<file path="config.mk">
export PLATFORM = sky130hd
export DESIGN_NAME = row_norm_seq
export DESIGN_NICKNAME = d
export VERILOG_FILES = /design/src/rtl/row_norm_seq.sv
export SDC_FILE = /design/constraint.sdc
export NUM_CORES = 2
export LEC_CHECK = 0
export ABC_AREA = 1
export BUFFER_PORTS_ARGS = -buffer_cell sky130_fd_sc_hd__buf_2
export CAP_MARGIN = 30
export CELL_PAD_IN_SITES_DETAIL_PLACEMENT = 2
export CELL_PAD_IN_SITES_GLOBAL_PLACEMENT = 2
export CORE_UTILIZATION = 37
export CTS_BUF_LIST = sky130_fd_sc_hd__clkbuf_4 sky130_fd_sc_hd__clkbuf_8 sky130_fd_sc_hd__clkbuf_16
export DETAILED_ROUTE_END_ITERATION = 8
export PLACE_DENSITY = 0.86
export SYNTH_ARGS = -nofsm -noshare
export SYNTH_HDL_FRONTEND = slang
export SYNTH_SLANG_ARGS = --single-unit
export TNS_END_PERCENT = 1
</file>
<file path="constraint.sdc">
create_clock -name clk_norm -period 14.66 [get_ports clk_norm]
set_input_delay 3.665 -clock clk_norm [delete_from_list [all_inputs] [get_ports clk_norm]]
set_output_delay 3.665 -clock clk_norm [all_outputs]
set_load 0.01 [all_outputs]
</file>
<file path="src/rtl/row_norm_seq.sv">
// Sequential row normaliser: divides each row of an N x N Q(FRAC) matrix by the
// square root of its sum of squares, sharing one bit-serial sqrt and one divider.
module row_norm_seq #(
  parameter int N    = 4,
  parameter int W    = 26,
  parameter int FRAC = 12
) (
  input  logic               clk_norm,
  input  logic               rst_n_norm,
  input  logic               in_valid,
  output logic               in_ready,
  input  logic               bypass,
  input  logic [N*N*W-1:0]   mat_in,
  input  logic [N*W-1:0]     sum_in,
  output logic               out_valid,
  input  logic               out_ready,
  output logic [N*N*W-1:0]   mat_out,
  output logic [N-1:0]       sat_flag,
  output logic [N-1:0]       zero_flag
);

  localparam int RW     = W + FRAC;
  localparam int SQ_IT  = (RW + 1) / 2;
  localparam int DIV_IT = RW;
  localparam int SW     = SQ_IT;
  localparam int RADW   = 2 * SQ_IT;
  localparam int CW     = $clog2(DIV_IT + 1);
  localparam int IW     = (N > 1) ? $clog2(N) : 1;
  localparam logic [W-1:0] MAX_POS = {1'b0, {(W-1){1'b1}}};

  typedef enum logic [1:0] {IDLE, SQRT, DIV, DONE} state_t;

  state_t             state_reg;
  logic [N*N*W-1:0]   mat_reg;
  logic [N*W-1:0]     sum_reg;
  logic               byp_reg;
  logic [IW-1:0]      row_reg;
  logic [IW-1:0]      col_reg;
  logic [CW-1:0]      cnt_reg;
  logic [RADW-1:0]    rad_reg;
  logic [SW:0]        rsq_reg;
  logic [SW-1:0]      root_reg;
  logic [RW-1:0]      dvd_reg;
  logic [RW-1:0]      quo_reg;
  logic [SW-1:0]      rdv_reg;

  logic [W-1:0]       sum_arr [N];
  logic [W-1:0]       elem_arr [N*N];

  genvar gi;
  generate
    for (gi = 0; gi < N; gi++) begin : g_sum
      assign sum_arr[gi] = sum_reg[gi*W +: W];
    end
    for (gi = 0; gi < N*N; gi++) begin : g_elem
      assign elem_arr[gi] = mat_reg[gi*W +: W];
    end
  endgenerate

  logic [W-1:0]    sum_cur, elem_cur, sum_pos, abs_x;
  logic            row_zero, first, last_sq, last_dv, last_col, last_row;
  logic [RADW-1:0] rad_src, rad_next;
  logic [SW:0]     rsq_src, rsq_next;
  logic [SW-1:0]   root_src, root_next;
  logic [SW+2:0]   rem4, trial;
  logic            sq_ge, dv_ge;
  logic [RW-1:0]   dvd_src, dvd_next, quo_src, quo_next;
  logic [SW-1:0]   rdv_src, rdv_next;
  logic [SW:0]     rem2, dvx;
  logic            res_sat;
  logic [W-1:0]    res_mag, res_val;

  always_comb begin
    sum_cur  = '0;
    elem_cur = '0;
    for (int r = 0; r < N; r++) begin
      if (row_reg == IW'(r)) sum_cur = sum_arr[r];
      for (int c = 0; c < N; c++) begin
        if (row_reg == IW'(r) && col_reg == IW'(c)) elem_cur = elem_arr[r*N+c];
      end
    end
    sum_pos  = sum_cur[W-1] ? '0 : sum_cur;
    row_zero = sum_cur[W-1] || (sum_cur == '0);
    first    = (cnt_reg == '0);
    last_sq  = (cnt_reg == CW'(SQ_IT - 1));
    last_dv  = (cnt_reg == CW'(DIV_IT - 1));
    last_col = (col_reg == IW'(N - 1));
    last_row = (row_reg == IW'(N - 1));

    // Digit-by-digit square root: two radicand bits per cycle, one root bit out.
    rad_src   = first ? (RADW'(sum_pos) << FRAC) : rad_reg;
    rsq_src   = first ? '0 : rsq_reg;
    root_src  = first ? '0 : root_reg;
    rem4      = {rsq_src, rad_src[RADW-1 -: 2]};
    trial     = {1'b0, root_src, 2'b01};
    sq_ge     = (rem4 >= trial);
    rsq_next  = (SW+1)'(sq_ge ? rem4 - trial : rem4);
    root_next = (root_src << 1) | SW'(sq_ge);
    rad_next  = rad_src << 2;

    // Restoring division of |x| << FRAC by the row root held in root_reg.
    abs_x    = elem_cur[W-1] ? (~elem_cur + 1'b1) : elem_cur;
    dvd_src  = first ? {abs_x, {FRAC{1'b0}}} : dvd_reg;
    rdv_src  = first ? '0 : rdv_reg;
    quo_src  = first ? '0 : quo_reg;
    rem2     = {rdv_src, dvd_src[RW-1]};
    dvx      = {1'b0, root_reg};
    dv_ge    = (rem2 >= dvx);
    rdv_next = SW'(dv_ge ? rem2 - dvx : rem2);
    quo_next = (quo_src << 1) | RW'(dv_ge);
    dvd_next = dvd_src << 1;

    res_sat = (quo_next > RW'(MAX_POS));
    res_mag = res_sat ? MAX_POS : quo_next[W-1:0];
    res_val = elem_cur[W-1] ? (~res_mag + 1'b1) : res_mag;
  end

  always_ff @(posedge clk_norm or negedge rst_n_norm) begin
    if (!rst_n_norm) begin
      state_reg <= IDLE;
      in_ready  <= 1'b1;
      out_valid <= 1'b0;
      mat_out   <= '0;
      sat_flag  <= '0;
      zero_flag <= '0;
      mat_reg   <= '0;
      sum_reg   <= '0;
      byp_reg   <= 1'b0;
      row_reg   <= '0;
      col_reg   <= '0;
      cnt_reg   <= '0;
      rad_reg   <= '0;
      rsq_reg   <= '0;
      root_reg  <= '0;
      dvd_reg   <= '0;
      quo_reg   <= '0;
      rdv_reg   <= '0;
    end else begin
      case (state_reg)
        IDLE: begin
          if (in_valid) begin
            mat_reg   <= mat_in;
            sum_reg   <= sum_in;
            byp_reg   <= bypass;
            in_ready  <= 1'b0;
            sat_flag  <= '0;
            zero_flag <= '0;
            row_reg   <= '0;
            col_reg   <= '0;
            cnt_reg   <= '0;
            state_reg <= bypass ? DONE : SQRT;
          end
        end
        SQRT: begin
          rad_reg  <= rad_next;
          rsq_reg  <= rsq_next;
          root_reg <= root_next;
          cnt_reg  <= cnt_reg + CW'(1);
          if (last_sq) begin
            cnt_reg <= '0;
            col_reg <= '0;
            if (row_zero) begin
              // Non-positive sum: the row is copied and its divisions skipped.
              for (int r = 0; r < N; r++) begin
                if (row_reg == IW'(r)) begin
                  mat_out[r*N*W +: N*W] <= mat_reg[r*N*W +: N*W];
                  zero_flag[r]          <= 1'b1;
                end
              end
              if (last_row) begin
                state_reg <= DONE;
              end else begin
                row_reg   <= row_reg + IW'(1);
                state_reg <= SQRT;
              end
            end else begin
              state_reg <= DIV;
            end
          end
        end
        DIV: begin
          dvd_reg <= dvd_next;
          rdv_reg <= rdv_next;
          quo_reg <= quo_next;
          cnt_reg <= cnt_reg + CW'(1);
          if (last_dv) begin
            cnt_reg <= '0;
            for (int r = 0; r < N; r++) begin
              if (row_reg == IW'(r)) begin
                if (res_sat) sat_flag[r] <= 1'b1;
                for (int c = 0; c < N; c++) begin
                  if (col_reg == IW'(c)) mat_out[(r*N+c)*W +: W] <= res_val;
                end
              end
            end
            if (!last_col) begin
              col_reg <= col_reg + IW'(1);
            end else begin
              col_reg <= '0;
              if (last_row) begin
                state_reg <= DONE;
              end else begin
                row_reg   <= row_reg + IW'(1);
                state_reg <= SQRT;
              end
            end
          end
        end
        DONE: begin
          if (!out_valid) begin
            out_valid <= 1'b1;
            if (byp_reg) mat_out <= mat_reg;
          end else if (out_ready) begin
            out_valid <= 1'b0;
            in_ready  <= 1'b1;
            state_reg <= IDLE;
          end
        end
        default: state_reg <= IDLE;
      endcase
    end
  end

endmodule
</file>
==> flow_metrics.tcl <==
set metrics [dict create \
    final_cell_mix "nand2_1, dfrtp_1, a21oi_1" \
    powerDensity_nw_per_um2 302.4 \
    hold_violations 0 \
    synth_area_per_cell_um2 8.773 \
    cp_data_required_time_ns 15.29 \
    cts_resized 0 \
    clock_sinks 1103 \
    io_pins 951 \
    wl_per_cell_um 32.66 \
    die-height_um 385.1 \
    ys_seq_elements 1103 \
    crit_arrival_ns 10.16 \
    synth-edff-count 0 \
    placed_area_um2 60700 \
    stdcell_area_um2 65300 \
    root_buffer "clkbuf_16" \
    ctsHoldBuffers 0 \
    rows 140 \
    fin_nets 7564 \
    cts_tree "done" \
    clock_path_buffers 3 \
    viasPerCell 5.969 \
    vias 53740 \
    startpoint_type "register" \
    n_fill_cell 15970 \
    track_usage_pct 38.71 \
    die_w_um 385.1 \
    cts_setup_buffers 0 \
    fin_skew_ns 0.04874 \
    dr_wl_met3_um 23840 \
    cp-endpoint "mat_out[310]" \
    hp-class "register to register" \
    synth_cell_type_count 69 \
    max_freq_mhz 105.0 \
    drtIter0Drc 4502 \
    crit_slowest_cell "ha_1" \
    synth_ff_type "dfrtp_1" \
    io_buffers 950 \
    grt_pass1_wl_um 416200 \
    fin_crit_sh_pct 64.98 \
    coreArea_um2 145700 \
    grt_pass1_vias 58190 \
    syn_nets 6775 \
    post-route-min-period_ns 9.525 \
    tightest_slew_ns 1.403 \
    p_leak_nw 31.95 \
    start_util_pct 37.26 \
    synth_area_um2 54300 \
    relSlewSlack_pct 6.474 \
    status "finished, final reports clean" \
    r2r-start "row_reg[0]" \
    path_clk_slew_ns 0.07 \
    final_common_cell "nand2_1" \
    wl_met1_um 111000 \
    htree_levels 4 \
    setup_tns_ns 0 \
    reg2regPathDepth 45 \
    drc 0 \
    ir_drop_mv 0.1362 \
    ys_warn_count 0 \
    overflow 0 \
    syn2layout_area_growth_pct 20.24 \
    seq_area_frac_synth_pct 50.83 \
    die_area_um2 148300 \
    startpoint "row_reg[0]" \
    regToRegSetupSlack_ns 5.13 \
    final_antenna_net_count 0 \
    dr.pass1.iters 6 \
    place_hpwl_um 202800 \
    grt_max_degree 182 \
    cts_made_buffers 131 \
    setup-violations-final 0 \
    finalMaxSlewViolations 0 \
    rsz0062_at_grt "false" \
    place_congestion 0.9346 \
    max_stage_delay_ns 0.68 \
    end_kind "register" \
    synth-async-reset-ratio_pct 100.0 \
    wirelength_um 294000 \
    drive_gt1_share_pct 23.66 \
    highest_layer "met5" \
    wl_met2_um 133500 \
    crit_top_cell "nand2_1" \
    clk_latency_ns 0.78 \
    antenna_found_initial 25 \
    crit_type "register to register" \
    synthCells 6190 \
    cp_max_fo 28 \
    r2r-end "mat_out[310]" \
    drv_cap 0 \
]
==> stage by stage <==
stage / total power, mW / hold slack [ns] / worst slack (ns) / instances / utilization, %
global route: 20.57 / 0.5078 / 4.652 / 8996 / 44.79
finish: 19.75 / 0.4823 / 5.135 / 9003 / 44.80
detailed placement: 15.67 / 0.4705 / 5.643 / 8762 / 41.65
global placement: 15.09 / 0.4604 / 5.978 / 8753 / 41.52
floorplan: 11.33 / 0.4438 / 9.067 / 6190 / -
CTS: 19.55 / 0.4865 / 5.392 / 8988 / 44.76
==> critical path, delay by kind of cell (launching register included) <==
family                   cells  cell delay (ns)
AND/OR/NAND/NOR             31             5.22
AO/OA/AOI/OAI                4             1.34
XOR/XNOR                     1             0.17
adder cells (fa/ha/maj)      4             1.31
flip-flops                   1             0.41
buffers and inverters        5             0.90
==> layout make-up <==
type                            count  area, um2  area share, %
Antenna cell                       14      35.03        0.05365
Clock buffer                      186       3925          6.011
Clock inverter                     40      609.3         0.9332
Timing Repair Buffer             1042       5680          8.699
Sequential cell                  1103      27600          42.27
Tap cell                         1917       2399          3.673
Inverter                          673       2541          3.892
Multi-Input combinational cell   4028      22500          34.46
==> layer usage <==
layer,GRT usage (%),vias up
met5,0,-
li1,-,22190
met4,28.84,22
met2,60.71,2861
met3,8.078,1007
met1,46.93,27660
==> power breakdown <==
group	leakage, nW	switching, mW	internal [mW]
sequential	12.5	1.30	4.50
clock	2.27	1.44	2.12
combinational	17.2	7.06	3.32
total	32.0	9.81	9.94
==> cell usage after synthesis (10+ instances only) <==
master / count / area [um2]
a21boi_2: 10 / 112.6
a21oi_1: 1011 / 5060
a2bb2oi_1: 345 / 3022
a2bb2oi_2: 40 / 600.6
a31oi_1: 15 / 93.84
buf_1: 16 / 60.06
buf_2: 113 / 565.5
buf_6: 15 / 168.9
clkbuf_1: 231 / 867.1
dfrtp_1: 1102 / 27580
ha_1: 59 / 738.2
inv_1: 631 / 2369
inv_2: 33 / 123.9
mux2_2: 203 / 2286
nand2_1: 1129 / 4238
nand2_2: 20 / 125.1
nand3_1: 135 / 675.7
nand4_1: 25 / 156.4
nor2_1: 473 / 1775
nor2_2: 17 / 106.4
nor3_1: 20 / 100.1
o21ai_0: 288 / 1441
o21ai_1: 50 / 250.2
o221ai_1: 11 / 96.34
o22ai_1: 10 / 62.56
or2_2: 21 / 131.4
xor2_1: 25 / 219.0
==> cell families after synthesis <==
family | synth area share, %
AND/OR/NAND/NOR | 14.26
multiplexers | 4.228
AO/OA/AOI/OAI | 20.85
adder cells (fa/ha/maj) | 1.396
flip-flops | 50.83
XOR/XNOR | 0.5484
buffers and inverters | 7.887
==> worst min path at each step <==
stage	start	endpoint	slack (ns)	cells after the start
2_1_floorplan	dvd_reg[16]	dvd_reg[16]	0.44	2
3_3_place_gp	dvd_reg[16]	dvd_reg[16]	0.46	2
3_5_place_dp	dvd_reg[37]	dvd_reg[37]	0.47	2
4_1_cts	rsq_reg[3]	rsq_reg[3]	0.49	2
5_1_grt	rsq_reg[3]	rsq_reg[3]	0.51	2
6_report	dvd_reg[35]	dvd_reg[35]	0.48	2
(Power assumes the default switching activity.)
